--- config.mk ---
export PLATFORM = sky130hd
export DESIGN_NAME = ballot_collector
export DESIGN_NICKNAME = d
export VERILOG_FILES = /design/src/rtl/vote_pkg.sv /design/src/rtl/ballot_timer.sv /design/src/rtl/ballot_collector.sv
export SDC_FILE = /design/constraint.sdc
export NUM_CORES = 1
export LEC_CHECK = 0
export ABC_AREA = 1
export CAP_MARGIN = 0
export CORE_MARGIN = 2
export CORE_UTILIZATION = 52
export DETAILED_ROUTE_END_ITERATION = 6
export PLACE_DENSITY_LB_ADDON = 0.3
export SYNTH_ARGS = -nofsm -noshare
export SYNTH_HDL_FRONTEND = slang
export SYNTH_HIERARCHICAL = 1
export SYNTH_SLANG_ARGS = --single-unit
--- constraint.sdc ---
create_clock -name clk -period 2 [get_ports clk]
set_clock_uncertainty 0.1 [all_clocks]
set_input_delay 0.5 -clock clk [delete_from_list [all_inputs] [get_ports clk]]
set_output_delay 0.5 -clock clk [all_outputs]
set_load 0.03 [all_outputs]
--- src/rtl/vote_pkg.sv ---
// Shared voter-count constants and FSM state type for the ballot collection path.

package vote_pkg;

    localparam int unsigned N_VOTERS = 6;
    localparam int unsigned ID_W     = 3;

    localparam logic [N_VOTERS-1:0] ALL_CAST = {N_VOTERS{1'b1}};

    typedef enum logic [1:0] {
        IDLE    = 2'd0,
        COLLECT = 2'd1,
        PRESENT = 2'd2
    } state_t;

endpackage

--- src/rtl/ballot_timer.sv ---
// Saturating session timer; expires when the count reaches TIMEOUT_CYCLES-1.

module ballot_timer #(
    parameter int unsigned CNT_W          = 7,
    parameter int unsigned TIMEOUT_CYCLES = 64
) (
    input  logic clk,
    input  logic rst_n,
    input  logic i_clear,
    input  logic i_enable,
    output logic o_expire_c
);

    localparam logic [CNT_W-1:0] CNT_MAX   = {CNT_W{1'b1}};
    localparam logic [CNT_W-1:0] EXPIRE_AT = CNT_W'(TIMEOUT_CYCLES - 1);

    logic [CNT_W-1:0] r_count;

    always_ff @(posedge clk or negedge rst_n) begin
        if (!rst_n) begin
            r_count <= '0;
        end else if (i_clear) begin
            r_count <= '0;
        end else if (i_enable && (r_count != CNT_MAX)) begin
            r_count <= r_count + CNT_W'(1);
        end
    end

    assign o_expire_c = (r_count == EXPIRE_AT);

endmodule

--- src/rtl/ballot_collector.sv ---
// Collects one ballot per voter per session and presents the latched vote/weight
// vectors to the downstream weighted-majority stage until acknowledged.

module ballot_collector
    import vote_pkg::*;
#(
    parameter int unsigned TIMEOUT_CYCLES = 64,
    parameter int unsigned CNT_W          = 7
) (
    input  logic                clk,
    input  logic                rst_n,
    input  logic                start,
    input  logic                ballot_valid,
    input  logic [ID_W-1:0]     ballot_id,
    input  logic                ballot_vote,
    input  logic                ballot_double,
    output logic                ballot_ready,
    output logic                busy,
    output logic                out_valid,
    input  logic                out_ready,
    output logic [N_VOTERS-1:0] inputs,
    output logic [N_VOTERS-1:0] doubles,
    output logic [N_VOTERS-1:0] cast_mask,
    output logic                timed_out,
    output logic                dup_err
);

    state_t              r_state,      w_state_nxt;
    logic [N_VOTERS-1:0] r_inputs,     w_inputs_nxt;
    logic [N_VOTERS-1:0] r_doubles,    w_doubles_nxt;
    logic [N_VOTERS-1:0] r_cast_mask,  w_cast_mask_nxt;
    logic                r_timed_out,  w_timed_out_nxt;
    logic                r_dup_err,    w_dup_err_nxt;
    logic                r_ballot_ready;
    logic                r_busy;
    logic                r_out_valid;

    logic [N_VOTERS-1:0] w_id_onehot;
    logic                w_fresh;
    logic                w_accept;
    logic                w_timer_clear;
    logic                w_timer_en;
    logic                w_expire_c;

    assign w_accept      = ballot_valid & r_ballot_ready;
    assign w_timer_clear = (r_state == IDLE) && start;
    assign w_timer_en    = (r_state == COLLECT);

    ballot_timer #(
        .CNT_W          (CNT_W),
        .TIMEOUT_CYCLES (TIMEOUT_CYCLES)
    ) u_timer (
        .clk        (clk),
        .rst_n      (rst_n),
        .i_clear    (w_timer_clear),
        .i_enable   (w_timer_en),
        .o_expire_c (w_expire_c)
    );

    // Out-of-range ids decode to an all-zero one-hot and therefore never count as fresh.
    always_comb begin
        w_id_onehot = '0;
        for (int i = 0; i < N_VOTERS; i++) begin
            w_id_onehot[i] = (ballot_id == ID_W'(i));
        end
    end

    assign w_fresh = |(w_id_onehot & ~r_cast_mask);

    always_ff @(posedge clk or negedge rst_n) begin
        if (!rst_n) begin
            r_state        <= IDLE;
            r_inputs       <= '0;
            r_doubles      <= '0;
            r_cast_mask    <= '0;
            r_timed_out    <= 1'b0;
            r_dup_err      <= 1'b0;
            r_ballot_ready <= 1'b0;
            r_busy         <= 1'b0;
            r_out_valid    <= 1'b0;
        end else begin
            r_state        <= w_state_nxt;
            r_inputs       <= w_inputs_nxt;
            r_doubles      <= w_doubles_nxt;
            r_cast_mask    <= w_cast_mask_nxt;
            r_timed_out    <= w_timed_out_nxt;
            r_dup_err      <= w_dup_err_nxt;
            r_ballot_ready <= (w_state_nxt == COLLECT);
            r_busy         <= (w_state_nxt != IDLE);
            r_out_valid    <= (w_state_nxt == PRESENT);
        end
    end

    // Next state and ballot register updates; a ballot on the timeout cycle still counts.
    always_comb begin
        w_state_nxt     = r_state;
        w_inputs_nxt    = r_inputs;
        w_doubles_nxt   = r_doubles;
        w_cast_mask_nxt = r_cast_mask;
        w_timed_out_nxt = r_timed_out;
        w_dup_err_nxt   = r_dup_err;

        unique case (r_state)
            IDLE: begin
                if (start) begin
                    w_state_nxt     = COLLECT;
                    w_inputs_nxt    = '0;
                    w_doubles_nxt   = '0;
                    w_cast_mask_nxt = '0;
                    w_timed_out_nxt = 1'b0;
                    w_dup_err_nxt   = 1'b0;
                end
            end
            COLLECT: begin
                if (w_accept) begin
                    if (w_fresh) begin
                        w_cast_mask_nxt = r_cast_mask | w_id_onehot;
                        w_inputs_nxt    = (r_inputs & ~w_id_onehot)
                                        | (w_id_onehot & {N_VOTERS{ballot_vote}});
                        w_doubles_nxt   = (r_doubles & ~w_id_onehot)
                                        | (w_id_onehot & {N_VOTERS{ballot_double}});
                    end else begin
                        w_dup_err_nxt = 1'b1;
                    end
                end
                if ((w_cast_mask_nxt == ALL_CAST) || w_expire_c) begin
                    w_state_nxt     = PRESENT;
                    w_timed_out_nxt = (w_cast_mask_nxt != ALL_CAST);
                end
            end
            PRESENT: begin
                if (out_ready) begin
                    w_state_nxt = IDLE;
                end
            end
            default: begin
                w_state_nxt = IDLE;
            end
        endcase
    end

    assign ballot_ready = r_ballot_ready;
    assign busy         = r_busy;
    assign out_valid    = r_out_valid;
    assign inputs       = r_inputs;
    assign doubles      = r_doubles;
    assign cast_mask    = r_cast_mask;
    assign timed_out    = r_timed_out;
    assign dup_err      = r_dup_err;

endmodule

==> impl_results.md, run 1 <==
* Relative slew slack at 0.726
* Max Slew Vio Count at 0
* Top Family by Delay on Critical Path: buffers and inverters
* Commonest cells after routing, fill and taps aside: nand2_1 (89), dfrtp_1 (32), inv_1 (25), dlygate4sd2_1 (17), buf_4 (15)
* I/O pins at 33
* YS warnings at 6
* Register-to-register setup slack at between 0.3 and 0.4 ns
* Routed Antenna Nets at 0
* Syn avg cell area at between 7 and 8 um^2
* Multi-input gate area at 858 um^2
* Worst slew pin tran at 0.411 ns
* Post-synthesis cell area at between 1500 and 2000 um^2
* Hold depth at 2
* Non-Filler Instances at roughly 330
* Clock Path Buffers at 2
* Worst Hold Launch: dup_err
* Vias in the first global route at ~1600
* LEAKAGE at between 0.001 and 0.0015 uW
* Dpl hpwl at approximately 2.9 mm
* H-tree depth at 2
* Total die area at just under 4000 um^2
* Post-synthesis cell type count at 30
* Share of layout cells above drive strength 1 at 0.195
* Setup Crit Path Kind: reg2out
* Filler cell count at between 200 and 300
* First-pass GRT wire length at about 6.8 mm
* Crit path launch type: register
* # port buffers at 32
* PwrDens at 1570 nW/um^2
* Worst vdd ir at roughly 0.00077 V
* Die height at about 63 um
* TritonCTS Buffers at 5
* Pre-antenna DRT Iters at 4
* Setup violators final at 0
* Final total power at approximately 3700 uW
* Clk sinks at 32
* Post-CTS setup buffer count at 0
* Antenna diodes at 0
* DR vias at about 1600
* Dpl cell area at 2290 um^2
* Std-Cell Rows at 21
* Clock latency on the worst-skew pair at roughly 0.34 ns
* Gr usage total at 0.221
* Critical path arrival at 1.33 ns
* Worst r2r dst: r_state[0]
* Drt wl/cell at about 12 um
* Iter 0 DRT Violations at 80
* CTS tree: done
* Initial Util at 0.539
* Crit-path max FO at 1
* Crit path cell chain: clkdlybuf4s50_1
* Post-Synthesis Cells at ~230
* DRC Markers at 0
* Crit path capture type: output pin
* Layout Nets at between 200 and 300
* Fin crit share at 0.963
* Post-DR vias/cell at between 4 and 5
* Die width at between 60 and 70 um
* CP max-delay cell: clkdlybuf4s50_1
* Core ar. at approximately 3300 um^2
* Remaining Overflow, GRT at 0
* Status: complete, no violations
* Cells after DPL at about 330
* Syn-to-layout area delta at 31.2%
* Fin. Hold Viols at 0
* Root cell of the clock tree: clkbuf_4
* Crit-path max cell delay at about 0.66 ns
* Endpoint, Worst Hold: dup_err
* Most common cell after layout, fill and taps aside: nand2_1
* HP Class: reg2reg
* Largest net degree at the start of global routing at 33
* Worst R2R Start: u_timer/r_count[0]
* RSZ-0062 raised after global routing: no
* Clk slew on worst S/H paths at roughly 0.1 ns
* Global placement routability congestion at ~0.84
* R2r worst-path depth at 10
* Worst path bufs/invs at 1
* Final instance area at around 2400 um^2
* F_max at about 520 MHz
* Fin crit period at roughly 1.9 ns
* Initial antenna violation count at 0
* Seq. cell area at roughly 800 um^2
* Synth Register Bits at 32
* Critical Path RT at about 1.4 ns
* Register area share after synthesis at 0.445
* Syn nets at 245
* Fin util at 0.707
* Total Wirelength at just under 4 mm
* Max_cap viols at 0
==> state kept, by name, indices dropped and copies added (netlist names) <==
| name | count |
|---|---|
| ballot_ready | 1 |
| r_state | 2 |
| inputs | 6 |
| cast_mask | 6 |
| doubles | 6 |
| timed_out | 1 |
| out_valid | 1 |
| dup_err | 1 |
| u_timer/r_count | 7 |
| busy | 1 |
==> what timing repair did <==
item	in CTS	in global routing
resized for setup	17	5
setup endpoints to repair	17	7
pin swaps	0	0
hold buffers	0	0
==> worst reg2reg max path, cell delays in order, from the launching register on <==
cell	delay, ns
dfrtp_1	0.40
ha_1	0.21
nand2_1	0.09
nor2_2	0.12
inv_1	0.07
nor3_1	0.19
inv_1	0.07
nand2_1	0.06
nand2_1	0.08
nand2_2	0.09
nor2_1	0.04
==> per-stage QoR <==
| step | TNS [ns] | hold WS [ns] | worst slack [ns] |
|---|---|---|---|
| 4_1_cts | 0 | 0.398 | 0.0129 |
| 6_report | 0 | 0.393 | 0.0750 |
| 3_5_place_dp | -2.84 | 0.374 | -0.184 |
| 5_1_grt | 0 | 0.452 | 0.0175 |
| 2_1_floorplan | 0 | 0.104 | 0.432 |
| 3_3_place_gp | -2.14 | 0.369 | -0.150 |
==> power by group <==
part | switching, uW | internal, uW | leakage [uW]
registers | 225 | 929 | 0.000404
clock network | 225 | 262 | 0.0000422
logic | 1280 | 776 | 0.000886
==> how the worst max path moves through the flow <==
stage / slack [ns] / to / from / cells after the start
after detailed placement: -0.18 / inputs[4] / ballot_id[0] / 10
after CTS: 0.01 / cast_mask[4] / cast_mask[4] / 1
final: 0.07 / busy / busy / 1
after global routing: 0.02 / r_state[0] / ballot_id[1] / 11
after global placement: -0.15 / doubles[5] / ballot_id[2] / 10
after floorplan: 0.43 / doubles[4] / ballot_id[0] / 9
==> cell type report <==
class                           instances  share of cell area
Clock inverter                          2              0.0148
Inverter                               28              0.0445
Timing Repair Buffer                   49               0.196
Sequential cell                        32               0.339
Clock buffer                            6              0.0175
Multi-Input combinational cell        170               0.364
Tap cell                               46              0.0244
==> metal layers <==
layer,global-route usage,part of all wire,vias up
li1,-,-,842
met1,0.268,0.44,739
met2,0.371,0.49,40
met3,0.0432,0.041,11
met4,0.122,0.026,0
met5,0,0,-
==> cell families after synthesis <==
logic type / after synthesis / synth area share
and+or+nand+nor: 134 / 0.328
buffers and inverters: 32 / 0.0772
DFF: 32 / 0.445
adders and majority gates: 1 / 0.00696
AOI/OAI and AO/OA: 34 / 0.138
xor gates and xnor gates: 1 / 0.00487
==> cells in the mapped netlist <==
| master | n | area [um^2] |
|---|---|---|
| o22ai_1 | 2 | 12.5 |
| o21ai_0 | 11 | 55.1 |
| nor3_1 | 1 | 5.00 |
| clkbuf_1 | 1 | 3.75 |
| buf_1 | 1 | 3.75 |
| buf_8 | 1 | 15.0 |
| nand3_1 | 12 | 60.1 |
| nand3b_1 | 1 | 7.51 |
| o21ai_2 | 13 | 114 |
| nand4_1 | 3 | 18.8 |
| a21oi_1 | 1 | 5.00 |
| o211ai_1 | 1 | 7.51 |
| nand2_4 | 2 | 22.5 |
| nand2_2 | 10 | 62.6 |
| o21bai_1 | 1 | 7.51 |
| nor2_4 | 1 | 11.3 |
| o211a_1 | 1 | 10.0 |
| nand2_1 | 89 | 334 |
| a22oi_4 | 1 | 21.3 |
| nor2_2 | 2 | 12.5 |
| nor2_1 | 12 | 45.0 |
| dfrtp_1 | 32 | 801 |
| ha_1 | 1 | 12.5 |
| nand3_2 | 1 | 10.0 |
| buf_6 | 1 | 11.3 |
| o21ai_1 | 3 | 15.0 |
| inv_2 | 2 | 7.51 |
| xor2_1 | 1 | 8.76 |
| inv_1 | 25 | 93.8 |
| clkinv_1 | 1 | 3.75 |
Power figures use the tool's default switching activity.
==> run 2, diff against run 1 <==
--- a/config.mk
+++ b/config.mk
@@ -7,8 +7,10 @@
 export LEC_CHECK = 0
 export ABC_AREA = 1
 export CAP_MARGIN = 0
+export CELL_PAD_IN_SITES_DETAIL_PLACEMENT = 1
+export CELL_PAD_IN_SITES_GLOBAL_PLACEMENT = 2
 export CORE_MARGIN = 2
-export CORE_UTILIZATION = 52
+export CORE_UTILIZATION = 29
 export DETAILED_ROUTE_END_ITERATION = 6
 export PLACE_DENSITY_LB_ADDON = 0.3
 export SYNTH_ARGS = -nofsm -noshare
==> impl_results.md, run 2 (synthesis results as in run 1) <==
* PwrDens at 1580 nW/um^2 (was 1570 nW/um^2)
* Clk slew on worst S/H paths at 0.07 ns (was 0.10 ns)
* GR peak layer: met2 (unchanged)
* Crit path capture type: output pin (unchanged)
* RSZ-0062 raised after global routing: no (unchanged)
* Crit-path max FO at 3 (was 1)
* Core ar. at 5960 um^2 (was 3340 um^2)
* Largest reg by FF count: u_timer/r_count (unchanged)
* Root cell of the clock tree: clkbuf_8 (was clkbuf_4)
* Clk sinks at 32 (unchanged)
* Initial antenna violation count at 0 (unchanged)
* Post-DR vias/cell at 4.54 (was 4.90)
* CP max-delay cell: clkdlybuf4s50_1 (unchanged)
* Worst R2R Start: u_timer/r_count[0] (unchanged)
* Top Family by Delay on Critical Path: buffers and inverters (unchanged)
* First-pass GRT wire length at 7.77 mm (was 6.77 mm)
* CTS tree: done (unchanged)
* Critical path arrival at 1.35 ns (was 1.33 ns)
* TritonCTS Buffers at 5 (unchanged)
* Setup Crit Path Kind: reg2out (unchanged)
* Drt wl/cell at 12.7 um (was 11.6 um)
* Clock latency on the worst-skew pair at 0.29 ns (was 0.34 ns)
* Max Slew Vio Count at 0 (unchanged)
* Syn-to-layout area delta at 41.4% (was 31.2%)
* Crit path cell chain: clkdlybuf4s50_1 (unchanged)
* Met2 GRT Util at 0.252 (was 0.371)
* Remaining Overflow, GRT at 0 (unchanged)
* Gr usage total at 0.152 (was 0.221)
* Initial Util at 0.302 (was 0.539)
* Dpl hpwl at 3.54 mm (was 2.89 mm)
* Fin. Hold Viols at 0 (unchanged)
* Relative slew slack at 0.708 (was 0.726)
* Worst vdd ir at 0.000589 V (was 0.000771 V)
* HP Class: reg2reg (unchanged)
* Commonest cells after routing, fill and taps aside: nand2_1 (88), dfrtp_1 (32), inv_1 (23), buf_4 (20), clkdlybuf4s50_1 (18) (was nand2_1 (89), dfrtp_1 (32), inv_1 (25), dlygate4sd2_1 (17), buf_4 (15))
* DR vias at 1668 (was 1632)
* DRC Markers at 0 (unchanged)
* Worst path bufs/invs at 1 (unchanged)
* Layout Nets at 302 (was 297)
* Hold WS at 0.389 ns (was 0.393 ns)
* Max_cap viols at 0 (unchanged)
* Status: complete, no violations (unchanged)
* Endpoint, Worst Hold: dup_err (unchanged)
* CTS hold repair buffers at 0 (unchanged)
* I/O pins at 33 (unchanged)
* Worst r2r dst: timed_out (was r_state[0])
* Total Wirelength at 4.65 mm (was 3.85 mm)
* Std-Cell Rows at 28 (was 21)
* Share of layout cells above drive strength 1 at 0.247 (was 0.195)
* Worst Hold Launch: dup_err (unchanged)
* Setup violators final at 0 (unchanged)
* Total die area at 6850 um^2 (was 3940 um^2)
* Most common cell after layout, fill and taps aside: nand2_1 (unchanged)
* Worst slew pin tran at 0.439 ns (was 0.411 ns)
* Critical Path RT at 1.40 ns (about the same)
* Clock Path Buffers at 2 (unchanged)
* Met1 Track Usage GR at 0.190 (was 0.268)
* Die width at 82.7 um (was 62.8 um)
* Largest register FFs at 7 (unchanged)
* Dpl cell area at 2370 um^2 (was 2290 um^2)
* Pre-antenna DRT Iters at 4 (unchanged)
* GR Util met3 at 0.0391 (was 0.0432)
* Final instance area at 2540 um^2 (was 2360 um^2)
* Crit-path max cell delay at 0.69 ns (was 0.66 ns)
* Vias in the first global route at 1738 (was 1582)
* R2r worst-path depth at 10 (unchanged)
* Global placement routability congestion at 0.797 (was 0.842)
* Die height at 82.7 um (was 62.8 um)
* H-tree depth at 2 (unchanged)
* Hold depth at 2 (unchanged)
* Iter 0 DRT Violations at 45 (was 80)
* Final total power at 4020 uW (was 3700 uW)
* Fin crit period at 1.95 ns (was 1.93 ns)
* Routed Antenna Nets at 0 (unchanged)
* LEAKAGE at 0.00146 uW (was 0.00133 uW)
* Crit path launch type: register (unchanged)
* Register-to-register setup slack at 0.35 ns (was 0.38 ns)
* Fin crit share at 0.977 (was 0.963)
* Antenna diodes at 0 (unchanged)
* Largest net degree at the start of global routing at 33 (unchanged)
* F_max at 512 MHz (was 519 MHz)
* # port buffers at 32 (unchanged)
[run 2: worst max-delay path by stage]
stage / start / slack, ns / cells past startpoint / endpoint
2_1_floorplan: ballot_id[0] / 0.43 / 9 / doubles[4]
3_3_place_gp: ballot_id[0] / -0.25 / 11 / timed_out
3_5_place_dp: ballot_id[0] / -0.26 / 11 / timed_out
4_1_cts: cast_mask[3] / 0.02 / 1 / cast_mask[3]
5_1_grt: doubles[3] / 0.0003 / 1 / doubles[3]
6_report: doubles[3] / 0.05 / 1 / doubles[3]
[run 2: cell type report]
cell class / instances / area [um^2]
tap: 75 / 93.8
clock inverter: 2 / 35.0
fill: 741 / 3410
timing repair buffer: 54 / 542
sequential: 32 / 801
inverter: 28 / 105
multi-input combinational: 170 / 893
clock buffer: 6 / 72.6
[run 2: power breakdown]
part | internal [uW] | total (uW) | switching (uW)
registers | 931 | 1170 | 236
clock network | 370 | 624 | 255
logic | 919 | 2230 | 1310
[run 2: metrics by stage]
| stage | cells | TNS [ns] | setup WS (ns) | utilization |
|---|---|---|---|---|
| after floorplan | 234 | 0 | 0.432 | - |
| after global placement | 359 | -2.94 | -0.255 | 0.398 |
| after detailed placement | 359 | -3.41 | -0.263 | 0.398 |
| after CTS | 367 | 0 | 0.0157 | 0.416 |
| after global routing | 367 | 0 | 0.000301 | 0.427 |
| final | 367 | 0 | 0.0454 | 0.427 |
[run 2: repair_timing]
item	in CTS	in global routing
resized for setup	1	26
pin swaps	0	2
gates cloned	0	0
endpoints found under the setup margin	1	23
buffers inserted	0	0
[run 2: routing by layer]
metal,vias to the layer above,share of wire
li1,851,-
met1,790,0.46
met2,20,0.50
met3,7,0.032
met4,0,0.015
met5,-,0
==> run 3, diff against run 2 <==
--- a/config.mk
+++ b/config.mk
@@ -6,6 +6,7 @@
 export NUM_CORES = 1
 export LEC_CHECK = 0
 export ABC_AREA = 1
+export ABC_CLOCK_PERIOD_IN_PS = 2000
 export CAP_MARGIN = 0
 export CELL_PAD_IN_SITES_DETAIL_PLACEMENT = 1
 export CELL_PAD_IN_SITES_GLOBAL_PLACEMENT = 2
==> results of run 3 <==
Same layout as run 2: the final DEF is identical, and so are final timing and power.
